--- config.mk ---
export PLATFORM = sky130hd
export DESIGN_NAME = demux_1x4_tdm
export DESIGN_NICKNAME = d
export VERILOG_FILES = /design/src/rtl/demux_1x4_tdm.sv
export SDC_FILE = /design/constraint.sdc
export NUM_CORES = 1
export LEC_CHECK = 0
export ABC_AREA = 0
export ABC_CLOCK_PERIOD_IN_PS = 1300
export BUFFER_PORTS_ARGS = -buffer_cell sky130_fd_sc_hd__buf_2
export CORE_MARGIN = 4
export CORE_UTILIZATION = 36
export DETAILED_ROUTE_END_ITERATION = 10
export GPL_ROUTABILITY_DRIVEN = 0
export REMOVE_ABC_BUFFERS = 1
export SETUP_SLACK_MARGIN = 0.05
export SYNTH_ARGS = -nofsm -noshare
export SYNTH_HDL_FRONTEND = slang
export SYNTH_SLANG_ARGS = --single-unit
--- constraint.sdc ---
create_clock -name clk -period 1.3 [get_ports clk]
set_input_delay 0.065 -clock clk [delete_from_list [all_inputs] [get_ports clk]]
set_output_delay 0.065 -clock clk [all_outputs]
set_load 0.01 [all_outputs]
--- src/rtl/demux_1x4_tdm.sv ---
// Receive side of a 4-slot TDM link: rebuilds frames from a serial word stream and presents them on lanes a..d.
// Latency: a..d and frame_valid update on the edge that samples the slot-3 beat (one cycle after it is presented).
// Backpressure: none; in_valid gaps of any length hold slot position and shadow contents.
// Optional: define DEMUX_ERR_CNT_EN to add the saturating 8-bit err_cnt output.
module demux_1x4_tdm #(
    parameter int W = 8
) (
    input  logic         clk,
    input  logic         rst_n,
    input  logic [W-1:0] in,
    input  logic         in_valid,
    input  logic         frame_sync,
    output logic [W-1:0] a,
    output logic [W-1:0] b,
    output logic [W-1:0] c,
    output logic [W-1:0] d,
    output logic         s1,
    output logic         s0,
    output logic         frame_valid,
    output logic         locked,
`ifdef DEMUX_ERR_CNT_EN
    output logic [7:0]   err_cnt,
`endif
    output logic         sync_err
);

    typedef enum logic {HUNT = 1'b0, LOCK = 1'b1} state_t;

    state_t       state, state_nxt;
    logic [1:0]   slot, slot_nxt;
    logic [W-1:0] shadow0, shadow1, shadow2;
    logic         ld0, ld1, ld2, commit, err;

    assign s1     = slot[1];
    assign s0     = slot[0];
    assign locked = (state == LOCK);

    // State register; a reset drops any partial frame and returns to hunting.
    always_ff @(posedge clk or negedge rst_n) begin
        if (!rst_n) begin
            state <= HUNT;
        end else begin
            state <= state_nxt;
        end
    end

    // Next-state: a sync beat acquires lock, a missing sync at slot 0 loses it.
    always_comb begin
        state_nxt = state;
        if (in_valid) begin
            case (state)
                HUNT: if (frame_sync) state_nxt = LOCK;
                LOCK: if (!frame_sync && slot == 2'd0) state_nxt = HUNT;
                default: state_nxt = HUNT;
            endcase
        end
    end

    // Beat decode: which shadow to load, when to commit, when to flag a framing error.
    always_comb begin
        ld0      = 1'b0;
        ld1      = 1'b0;
        ld2      = 1'b0;
        commit   = 1'b0;
        err      = 1'b0;
        slot_nxt = slot;
        if (in_valid) begin
            if (state == HUNT) begin
                if (frame_sync) begin
                    ld0      = 1'b1;
                    slot_nxt = 2'd1;
                end
            end else if (frame_sync) begin
                // Sync always realigns to slot 0; arriving mid-frame it also discards the partial frame.
                ld0      = 1'b1;
                err      = (slot != 2'd0);
                slot_nxt = 2'd1;
            end else begin
                case (slot)
                    2'd0: begin
                        err      = 1'b1;
                        slot_nxt = 2'd0;
                    end
                    2'd1: begin
                        ld1      = 1'b1;
                        slot_nxt = 2'd2;
                    end
                    2'd2: begin
                        ld2      = 1'b1;
                        slot_nxt = 2'd3;
                    end
                    default: begin
                        commit   = 1'b1;
                        slot_nxt = 2'd0;
                    end
                endcase
            end
        end
    end

    // Slot counter, shadow registers and the atomic lane commit.
    always_ff @(posedge clk or negedge rst_n) begin
        if (!rst_n) begin
            slot        <= 2'd0;
            shadow0     <= '0;
            shadow1     <= '0;
            shadow2     <= '0;
            a           <= '0;
            b           <= '0;
            c           <= '0;
            d           <= '0;
            frame_valid <= 1'b0;
            sync_err    <= 1'b0;
        end else begin
            slot        <= slot_nxt;
            frame_valid <= commit;
            sync_err    <= err;
            if (ld0) shadow0 <= in;
            if (ld1) shadow1 <= in;
            if (ld2) shadow2 <= in;
            if (commit) begin
                a <= shadow0;
                b <= shadow1;
                c <= shadow2;
                d <= in;
            end
        end
    end

`ifdef DEMUX_ERR_CNT_EN
    // Error counter saturates at 255 so a long bad stretch never wraps back to a small value.
    always_ff @(posedge clk or negedge rst_n) begin
        if (!rst_n) begin
            err_cnt <= 8'd0;
        end else if (err && err_cnt != 8'hFF) begin
            err_cnt <= err_cnt + 8'd1;
        end
    end
`endif

endmodule

After elaboration in Yosys (flattened, before gate mapping):

Cells that the tools add are included.

* eq/ne operators: 2
* mux-type cells: 24
* bitwise logic cells: 1
* reduce and logical (&&, ||, !) cells: 7

Operator list (count)
* $mux W1: 19
* $mux W2: 3
* $pmux W2 S2: 1
* $reduce_bool A2 Y1: 2
* $reduce_or A3 Y1: 1
* $eq A2 B1 Y1 const B: 1
* $eq A2 B2 Y1 const B: 1
* $logic_not A2 Y1: 1
* $pmux W1 S2: 1
* $reduce_and A2 Y1: 1
* $logic_and A1 B1 Y1: 1
* $logic_not A1 Y1: 1
* $not A1 Y1: 1

* register bits after elaboration: 61
* bits of input ports: 12
* output and inout port bits: 37
* logic and storage cells: 45

Depth between registers and ports, before layout:

* word-level depth: 6
* gate-level depth with buffers: 4
* mapped depth without buffers: 4

Worst setup path after synthesis:

No wires, ideal clock.

* kind: register to register
* from: reg slot[0]
* to: reg a[7]
* library setup time: 0.125 ns
* arrival: 1.278 ns
* data required time: 1.175 ns
* setup slack: -0.103 ns
* stages on the path, launching flop included: 5
* buffers on the path: 1
* clock period less this slack: 1.403 ns
* cells stage by stage: dfrtp_1 -> ha_1 -> nand4b_4 -> buf_6 -> mux2_4

* word-level cells in the longest chain between the ends: 6
* elaborated cells on any way between the ends: 8
* those cells by class: 2 x eq/ne; 4 x mux; 2 x reduce/logical

RTL lines
* from (decl): RTL line 30 `logic [1:0] slot, slot_nxt;`
* from (signal assigned): RTL line 115 `slot <= slot_nxt;`
* $eq A2 B2 Y1 (tied with other cells): RTL line 79 `case (slot)`
* $reduce_or A3 Y1 (no source line) (*)
* $mux W1 (*): RTL line 79
* $mux W1 (*): RTL line 73 `end else if (frame_sync) begin`
* $mux W1 (*): RTL line 68 `if (state == HUNT) begin`
* $mux W1 (*): RTL line 67 `if (in_valid) begin`
* to (signal assigned): RTL line 122 `a <= shadow0;`
* to (decl): RTL line 13 `output logic [W-1:0] a,`

Mark *: on every way between the ends. The rest lies on a longest branch, timed or not.
A chain may end at the register's enable or synchronous reset.

Final worst setup path:

* from: reg slot[0]
* to: reg shadow1[7]

* word-level cells in the longest chain between the ends: 5

RTL lines
* $eq A2 B1 Y1: RTL line 79
* $mux W1: RTL line 79
* $mux W1: RTL line 73
* $mux W1: RTL line 68
* $mux W1: RTL line 67
* to (signal assigned): RTL line 119 `if (ld1) shadow1 <= in;`
* to (decl): RTL line 31 `logic [W-1:0] shadow0, shadow1, shadow2;`

Every way passes these cells.

==> impl_metrics.tcl <==
set metrics [dict create \
    start_kind "register" \
    clockRootBuffer "clkbuf_8" \
    synthArstFlopShare 1.00 \
    yosys-top-cells-area "dfrtp_1, mux2_4, mux2_2" \
    rows 30 \
    rsz0062_at_grt "yes" \
    firstDrtPassIters 4 \
    cts_tree "done" \
    grt_pass1_wl_um 7890 \
    synth_top_cell_by_area "dfrtp_1" \
    start_util 0.373 \
    yosysMostFrequentCell "dfrtp_1" \
    dieArea_sq_mm 0.00848 \
    fin_ws_ns -0.110 \
    portBuffers 48 \
    cts.sinks 61 \
    fmax_mhz 709 \
    avgSynthCellArea_sq_um 17.3 \
    antenna_found_initial 0 \
    grt_pass1_vias 1492 \
    routed_via_density 4.46 \
    critical_path_class "reg -> reg" \
    hold-path-cell-count 2 \
    fin_crit_ns 1.41 \
    final.setup.tns_ns -3.32 \
    ios 49 \
    drc 0 \
    ir_worst_vdd_v 0.000871 \
    setup_viol 48 \
    cp.required_ns 1.52 \
    areaGrowthSynthToFinish_pct 30.9 \
    post_cts_buffers 0 \
    maxSlewHeadroom 0.809 \
    power_leakage_nw 1.72 \
    powerDensity_mw_per_mm2 2300 \
    die_h_um 92.1 \
    synth_cells 147 \
    syn_area_sq_mm 0.00255 \
    postRouteAntennaNets 0 \
    seq_area_frac_synth 0.600 \
    insertion_delay_ns 0.33 \
    arrival_ns 1.63 \
    ys_types 18 \
    wl_um 4690 \
    min_period_over_period 1.08 \
    chipWidth_um 92.1 \
    cts_max_path_buffers 2 \
    maxCapViolations 0 \
    tightest_slew_ns 0.286 \
    final_hold_viol_count 0 \
    fill_cells 640 \
    dp_hpwl_um 3090 \
    cts_made_buffers 9 \
    grt_use_total 0.122 \
    yosys_warnings 0 \
    min_path_type "in -> reg" \
    dr_total_vias 1431 \
    synth.top_cell.area_share 0.600 \
    finClkSkew_ns 0.00703 \
    violations "setup timing" \
    grt_max_degree 52 \
    postLayoutCoreUtil 0.488 \
    crit_fanout 8 \
    wl_per_cell_um 14.6 \
    ys_seq_elements 61 \
    worstRegToRegCells 4 \
    final_max_slew_viol_count 0 \
    grt-ovfl-total 0 \
    clk_pin_slew_ns 0.07 \
    synth_edf_count 0 \
    nets 237 \
    status "complete, but fails checks" \
    synth_flop_cell "dfrtp_1" \
    drt_iter0_markers 55 \
    coreArea_sq_mm 0.00683 \
    drive_gt1_frac 0.636 \
    end_kind "register" \
    antenna_cells 0 \
    synth_common_cells "dfrtp_1, mux2_4, mux2_2" \
    h-tree-depth 3 \
]
[power breakdown]
part / switching [W] / internal, W
clock: 0.000778 / 0.00128
sequential: 0.000440 / 0.00270
combinational: 0.000963 / 0.00149
total: 0.00218 / 0.00548
[area by class of cell]
class                   count  area, sq um  area share
clock buffers               9          124      0.0372
clock inverters             7          120      0.0360
inverters                   4         15.0     0.00450
multi-input cells          76          978       0.294
flip-flops and latches     61         1530       0.458
well taps                  96          120      0.0360
repair buffers             68          449       0.135
[final timing paths]
check,start,to,slack (ns)
hold reg to reg,shadow0[7],a[7],0.49
hold / removal,in[1],shadow1[1],0.02
setup reg to reg,slot[0],shadow1[7],-0.11
min in group asynchronous,rst_n,a[4],0.14
setup / recovery,slot[0],shadow1[7],-0.11
max in group asynchronous,rst_n,a[3],0.61
[cell families after synthesis]
family,count (synthesis),synth area share
AND/OR/NAND/NOR,12,0.0482
buffers and inverters,10,0.0295
flip-flops,61,0.600
multiplexers,56,0.290
adder cells (fa/ha/maj),5,0.0246
AO/OA/AOI/OAI,3,0.00786
[cell usage in the layout, fill, tap and decap left out, types with 2 or more instances in the layout]
cell type / n
buf_12: 3
buf_2: 48
buf_4: 9
bufinv_16: 3
clkbuf_8: 9
dfrtp_1: 61
dlygate4sd3_1: 7
ha_1: 2
ha_2: 2
inv_1: 4
inv_6: 2
mux2_2: 25
mux2_4: 31
nand4b_4: 3
nor3_1: 2
[layer usage]
layer,global-route usage,part of all wire,up-vias
met1,0.169,0.48,712
met4,0.0408,0.0066,0
met5,0,0,-
met2,0.173,0.45,46
met3,0.0500,0.055,4
li1,-,-,669
[state kept, by name, summed over array words and instances, names as in the netlist]
register,cells
a,8
b,8
c,8
d,8
frame_valid,1
locked,1
shadow0,8
shadow1,8
shadow2,8
slot,2
sync_err,1
[critical path, cell delays in order, from the launching register on]
cell      delay [ns]
dfrtp_1         0.39
buf_4           0.14
ha_2            0.18
nand4b_4        0.22
mux2_4          0.36
[per-stage QoR]
step / instance area (sq um) / total power, W / cells / hold slack, ns / setup slack, ns
floorplan: 2490 / 0.00459 / 141 / -0.231 / -0.515
global placement: 2980 / 0.00552 / 298 / -0.0416 / -0.128
detailed placement: 2980 / 0.00560 / 298 / -0.0371 / -0.144
CTS: 3310 / 0.00776 / 320 / 0.00425 / -0.134
global route: 3330 / 0.00816 / 321 / 0.0200 / -0.210
finish: 3330 / 0.00766 / 321 / 0.0202 / -0.110
[timing repair]
item                       4_1_cts  5_1_grt
resized for setup                7        2
pin swaps                        2        0
setup endpoints to repair       50       52
hold buffers                     6        1
hold endpoints to repair        71        2
cloned                           0        0
(Power assumes the default switching activity.)
